File: src/rtl/sddr_line_buffer.sv
// sddr_line_buffer: one-line write-back buffer between a 32-bit CPU request
// port and a burst-wide DDR data port. Hits are served from the held line.
// A miss writes back the dirty line, then fills the new one.
// Optional flush support is compiled in by defining SDDR_LINE_BUFFER_FLUSH_EN.
module sddr_line_buffer #(
  parameter int ADDRESS_BITS = 27,
  parameter int LINE_BITS    = 128
) (
  input  logic                    cpu_clock_i,
  input  logic                    reset_i,
`ifdef SDDR_LINE_BUFFER_FLUSH_EN
  input  logic                    flush_i,
  output logic                    flush_done_o,
`endif
  input  logic                    cpu_req_valid_i,
  input  logic [ADDRESS_BITS-1:0] cpu_req_addr_i,
  input  logic                    cpu_req_write_i,
  input  logic [31:0]             cpu_req_wdata_i,
  input  logic [3:0]              cpu_req_be_i,
  output logic                    cpu_req_ready_o,
  output logic                    cpu_rsp_valid_o,
  output logic [31:0]             cpu_rsp_data_o,
  output logic                    data_cmd_valid_o,
  output logic [ADDRESS_BITS-1:0] data_cmd_address_o,
  output logic                    data_cmd_write_o,
  output logic [LINE_BITS-1:0]    data_cmd_data_o,
  input  logic                    data_cmd_ack_i,
  input  logic                    data_rsp_ready_i,
  input  logic [LINE_BITS-1:0]    data_rsp_data_i
);

  localparam int OFF_BITS  = $clog2(LINE_BITS / 8);
  localparam int TAG_BITS  = ADDRESS_BITS - OFF_BITS;
  localparam int WIDX_BITS = OFF_BITS - 2;

  typedef enum logic [1:0] {IDLE, WB_ISSUE, FILL_ISSUE, FILL_WAIT} state_t;

  state_t               state_q, state_d;
  logic [TAG_BITS-1:0]  tag_q;
  logic [TAG_BITS-1:0]  miss_tag_q;
  logic [LINE_BITS-1:0] line_q;
  logic                 valid_q;
  logic                 dirty_q;
  logic                 rsp_valid_q;
  logic [31:0]          rsp_data_q;
  logic                 rsp_hist_q;
`ifdef SDDR_LINE_BUFFER_FLUSH_EN
  logic                 flush_q;
  logic                 flush_done_q;
`endif

  logic [TAG_BITS-1:0]  req_tag;
  logic [WIDX_BITS-1:0] req_widx;
  logic                 hit;
  logic                 miss_start;
  logic                 cmd_acc;
  logic                 rsp_rise;
  logic                 unused_addr_lsb;

  // Extract the 32-bit word at index idx from a line.
  function automatic logic [31:0] read_word(input logic [LINE_BITS-1:0] line,
                                            input logic [WIDX_BITS-1:0] idx);
    return line[32*int'(idx) +: 32];
  endfunction

  // Overwrite only the byte lanes enabled in be within word idx.
  function automatic logic [LINE_BITS-1:0] merge_store(input logic [LINE_BITS-1:0] line,
                                                       input logic [WIDX_BITS-1:0] idx,
                                                       input logic [31:0]          wdata,
                                                       input logic [3:0]           be);
    logic [LINE_BITS-1:0] merged;
    merged = line;
    for (int b = 0; b < 4; b++) begin
      if (be[b]) merged[32*int'(idx) + 8*b +: 8] = wdata[8*b +: 8];
    end
    return merged;
  endfunction

  assign req_tag  = cpu_req_addr_i[ADDRESS_BITS-1:OFF_BITS];
  assign req_widx = cpu_req_addr_i[OFF_BITS-1:2];
  assign hit      = valid_q && (tag_q == req_tag);
  assign cmd_acc  = data_cmd_valid_o && data_cmd_ack_i;
  // Only a fresh low-to-high transition of the response level counts; a level
  // left high by an earlier read is stale.
  assign rsp_rise = data_rsp_ready_i && !rsp_hist_q;
  // Byte-offset bits inside a word are don't-care for word accesses.
  assign unused_addr_lsb = ^cpu_req_addr_i[1:0];

`ifdef SDDR_LINE_BUFFER_FLUSH_EN
  assign miss_start   = (state_q == IDLE) && cpu_req_valid_i && !hit && !flush_i;
  assign flush_done_o = flush_done_q;
`else
  assign miss_start   = (state_q == IDLE) && cpu_req_valid_i && !hit;
`endif

  assign cpu_rsp_valid_o = rsp_valid_q;
  assign cpu_rsp_data_o  = rsp_data_q;

  // State register.
  always_ff @(posedge cpu_clock_i) begin
    if (reset_i) state_q <= IDLE;
    else         state_q <= state_d;
  end

  // Next-state logic: miss handling, write-back, fill issue and fill wait.
  always_comb begin
    state_d = state_q;
    unique case (state_q)
      IDLE: begin
`ifdef SDDR_LINE_BUFFER_FLUSH_EN
        if (flush_i && valid_q && dirty_q) state_d = WB_ISSUE;
`endif
        if (miss_start) state_d = (valid_q && dirty_q) ? WB_ISSUE : FILL_ISSUE;
      end
      WB_ISSUE: begin
        if (cmd_acc) begin
          state_d = FILL_ISSUE;
`ifdef SDDR_LINE_BUFFER_FLUSH_EN
          if (flush_q) state_d = IDLE;
`endif
        end
      end
      FILL_ISSUE: if (cmd_acc) state_d = FILL_WAIT;
      FILL_WAIT:  if (rsp_rise) state_d = IDLE;
      default:    state_d = IDLE;
    endcase
  end

  // Outputs decoded from state; all handshakes are forced low during reset.
  always_comb begin
    cpu_req_ready_o    = 1'b0;
    data_cmd_valid_o   = 1'b0;
    data_cmd_write_o   = 1'b0;
    data_cmd_address_o = '0;
    data_cmd_data_o    = line_q;
    if (!reset_i) begin
      unique case (state_q)
        IDLE: begin
          cpu_req_ready_o = cpu_req_valid_i && hit;
`ifdef SDDR_LINE_BUFFER_FLUSH_EN
          if (flush_i) cpu_req_ready_o = 1'b0;
`endif
        end
        WB_ISSUE: begin
          data_cmd_valid_o   = 1'b1;
          data_cmd_write_o   = 1'b1;
          data_cmd_address_o = {tag_q, {OFF_BITS{1'b0}}};
        end
        FILL_ISSUE: begin
          data_cmd_valid_o   = 1'b1;
          data_cmd_address_o = {miss_tag_q, {OFF_BITS{1'b0}}};
        end
        default: ;
      endcase
    end
  end

  // Line storage, tag/valid/dirty bookkeeping and the CPU response register.
  always_ff @(posedge cpu_clock_i) begin
    if (reset_i) begin
      valid_q      <= 1'b0;
      dirty_q      <= 1'b0;
      rsp_valid_q  <= 1'b0;
      rsp_data_q   <= '0;
      rsp_hist_q   <= 1'b1;
`ifdef SDDR_LINE_BUFFER_FLUSH_EN
      flush_q      <= 1'b0;
      flush_done_q <= 1'b0;
`endif
    end else begin
      rsp_hist_q  <= data_rsp_ready_i;
      rsp_valid_q <= cpu_req_ready_o;
      if (cpu_req_ready_o) begin
        if (cpu_req_write_i) begin
          line_q     <= merge_store(line_q, req_widx, cpu_req_wdata_i, cpu_req_be_i);
          dirty_q    <= 1'b1;
          rsp_data_q <= '0;
        end else begin
          rsp_data_q <= read_word(line_q, req_widx);
        end
      end
      // The fill address is latched so the command payload cannot move.
      if (miss_start) miss_tag_q <= req_tag;
      if ((state_q == WB_ISSUE) && cmd_acc) dirty_q <= 1'b0;
      if ((state_q == FILL_WAIT) && rsp_rise) begin
        line_q  <= data_rsp_data_i;
        tag_q   <= miss_tag_q;
        valid_q <= 1'b1;
        dirty_q <= 1'b0;
      end
`ifdef SDDR_LINE_BUFFER_FLUSH_EN
      flush_done_q <= 1'b0;
      if ((state_q == IDLE) && flush_i) begin
        if (valid_q && dirty_q) begin
          flush_q <= 1'b1;
        end else begin
          valid_q      <= 1'b0;
          flush_done_q <= 1'b1;
        end
      end
      if ((state_q == WB_ISSUE) && cmd_acc && flush_q) begin
        flush_q      <= 1'b0;
        valid_q      <= 1'b0;
        flush_done_q <= 1'b1;
      end
`endif
    end
  end

endmodule

File: config.mk
export PLATFORM = sky130hd
export DESIGN_NAME = sddr_line_buffer
export DESIGN_NICKNAME = d
export VERILOG_FILES = /design/src/rtl/sddr_line_buffer.sv
export SDC_FILE = /design/constraint.sdc
export NUM_CORES = 1
export LEC_CHECK = 0
export CORE_AREA = 3 3 147 206
export DETAILED_ROUTE_END_ITERATION = 12
export DIE_AREA = 0 0 150 209
export MAX_ROUTING_LAYER = met4
export PLACE_DENSITY_LB_ADDON = 0.05
export SLEW_MARGIN = 20
export SYNTH_ARGS = -nofsm -noshare
export SYNTH_HDL_FRONTEND = slang
export SYNTH_SLANG_ARGS = --single-unit
File: constraint.sdc
create_clock -name cpu_clock_i -period 4 [get_ports cpu_clock_i]
set_input_delay 0.8 -clock cpu_clock_i [delete_from_list [all_inputs] [get_ports cpu_clock_i]]
set_output_delay 0.8 -clock cpu_clock_i [all_outputs]
set_load 0.01 [all_outputs]
==> flow_summary.ini <==
[worst_setup_path]
worstPathRequired_ps = 3200
crit_fanout = 2
critPathKind = in -> out
endpoint_kind = output port
crit_path_start_kind = primary input
crit_arrival_ps = 2920

[synthesis]
ys_types = 41
synth_edf_count = 174
synth_common_cells = edfxtp_1, a22o_1, a21oi_1
ys_ff_latch = 212
synth_most_common_cell = edfxtp_1
synth.avg_cell_area_um2 = 13.7
synth_top_flop_cell = edfxtp_1
syn-instance-count = 722
synth_area_leader_cell = edfxtp_1
yosysWarnings = 0
seq_area_frac_synth_pct = 60.4
synthArstFlopShare_pct = 0
netlist_area_um2 = 9910
yosysTopAreaCellShare_pct = 52.7
yosys-top-cells-area = edfxtp_1, a22o_1, dfxtp_1, mux4_2, nand3b_1

[finish]
fillCellCount = 2560
stdcell_count = 1529
final_nets = 1333
seq_area_um2 = 5990
area_growth_pct = 53.9
drive_gt1_share_pct = 12.6
multi_input_area_um2 = 3700

[die]
placementRows = 73
die_height_um = 209
pin_count = 388
initial_core_util_pct = 34.8
dieWidth_um = 150
dieArea_um2 = 31400
core_um2 = 28500

[timing]
worst_slack_ps = 277
setup_tns_ps = 0
finalHoldViolCount = 0
slew_headroom_pct = 27.2
setup_viol = 0
rsz0062_at_grt = false
period_share_pct = 93.1
max_slew.worst_pin.slew_ps = 1090
timing.hold.ws_ps = 455
fin_skew_ps = 21.2
drv_slew = 0
final.min_clock_period_ps = 3720
max_freq_mhz = 269

[pwr]
leakage_nw = 5.31
power_density_nw_per_um2 = 371
ir_drop_mv = 0.281
power_mw = 5.67

[placed_design]
place_congestion = 0.831
portBuffers = 381
dp_hpwl_um = 26000
place_ws_ps = -119
place_inst = 1473

[grt]
grt_max_degree = 95
grt-ovfl-total = 0
antenna_found_initial = 9
grtUsageTotal_pct = 22.8
first_global_vias = 8571
grt_pass1_wl_um = 52200

[drt]
post_drt_wl_per_cell_um = 23.5
wl_um = 35900
via_per_inst = 5.20
drt_iter0_drc = 444
drc = 0
dr.pass1.iters = 5
via_count = 7949
antenna_left = 0

[status]
status = finished clean

[clocking]
worstSkewPairLatency_ps = 520
htree_levels = 1
numCtsBuffers = 24
cts_buffer_depth = 3
clock-sinks = 212
cts_tree = yes
postCtsHoldBufs = 0
clk_transition_reported_paths_ps = 60
root_buffer = clkbuf_16

[min_path]
hold_class = reg -> reg

[flow_run]
drv_cap = 0
## stage by stage
step | util, % | instance area (µm²)
3_5_place_dp | 50.5 | 14400
5_1_grt | 53.5 | 15300
3_3_place_gp | 50.5 | 14400
6_report | 53.5 | 15300
2_1_floorplan | - | 9920
4_1_cts | 53.4 | 15200
## power breakdown
part | switching, mW | internal (mW) | leakage [nW]
sequential | 0.0302 | 2.44 | 2.01
clock | 0.915 | 1.36 | 0.403
combinational | 0.464 | 0.459 | 2.89
total | 1.41 | 4.26 | 5.31
## worst max-delay path, stage by stage
cell             delay [ps]
clkdlybuf4s50_1         500
xnor2_1                 130
buf_4                   140
nand4_1                 170
or4_4                   500
nor4_4                  250
buf_4                   170
dlygate4sd2_1           260
## worst paths after layout
check | start | end | slack, ps | cells after the start
max | cpu_req_addr_i[5] | cpu_req_ready_o | 280 | 8
min | miss_tag_q[13] | tag_q[13] | 450 | 0
max reg2reg | tag_q[5] | data_cmd_data_o[88] | 940 | 11
min reg2reg | miss_tag_q[13] | tag_q[13] | 450 | 0
## flip-flops by register name (all words and copies together) (netlist names)
| register | flops |
|---|---|
| valid_q | 1 |
| miss_tag_q | 23 |
| cpu_rsp_data_o | 32 |
| cpu_rsp_valid_o | 1 |
| tag_q | 23 |
| data_cmd_data_o | 128 |
| state_q | 2 |
| rsp_hist_q | 1 |
| dirty_q | 1 |
## layout make-up
cell class | count | area share, %
diodes | 9 | 0.148
clock buffers | 34 | 4.65
clock inverters | 10 | 0.689
inverters | 19 | 0.468
multi-input cells | 439 | 24.2
flip-flops and latches | 212 | 39.2
well taps | 375 | 3.08
repair buffers | 431 | 27.5
## metal layers
| layer | vias up | wire length [µm] | global-route usage (%) |
|---|---|---|---|
| li1 | 3701 | - | - |
| met1 | 3857 | 12700 | 24.2 |
| met2 | 325 | 19200 | 40.2 |
| met3 | 66 | 2820 | 5.97 |
| met4 | 0 | 1230 | 8.71 |
| met5 | - | 0 | - |
## kinds of logic after synthesis
family                     Yosys count  synth area share (%)
and+or+nand+nor                    146                  8.92
muxes                               33                  7.37
other                                1                0.0378
buffers and inverters               74                  3.42
adders and majority gates            9                  1.14
xor gates and xnor gates            16                  1.41
DFF                                212                  60.4
AOI/OAI and AO/OA                  231                  17.3
## cell usage in the layout (no fill, tap or decap), types with 9 or more instances in the layout
cell | Yosys | layout
buf_4 | 4 | 49
inv_1 | 18 | 18
o21ai_0 | 19 | 14
a22o_1 | 129 | 129
clkbuf_16 | 0 | 25
nand2b_1 | 37 | 37
diode_2 | 0 | 9
dfxtp_1 | 38 | 38
clkdlybuf4s50_1 | 0 | 377
a21oi_1 | 52 | 51
edfxtp_1 | 174 | 174
nor4_2 | 1 | 10
ha_1 | 9 | 9
a22oi_1 | 23 | 23
nor2_1 | 34 | 33
mux4_2 | 32 | 32
nand3b_1 | 35 | 35
## what timing repair did
item | in CTS | in global routing
buffers inserted | 2 | 0
setup endpoints to repair | 1 | 0
gates resized for setup | 1 | 0
Power figures use the tool's default switching activity.
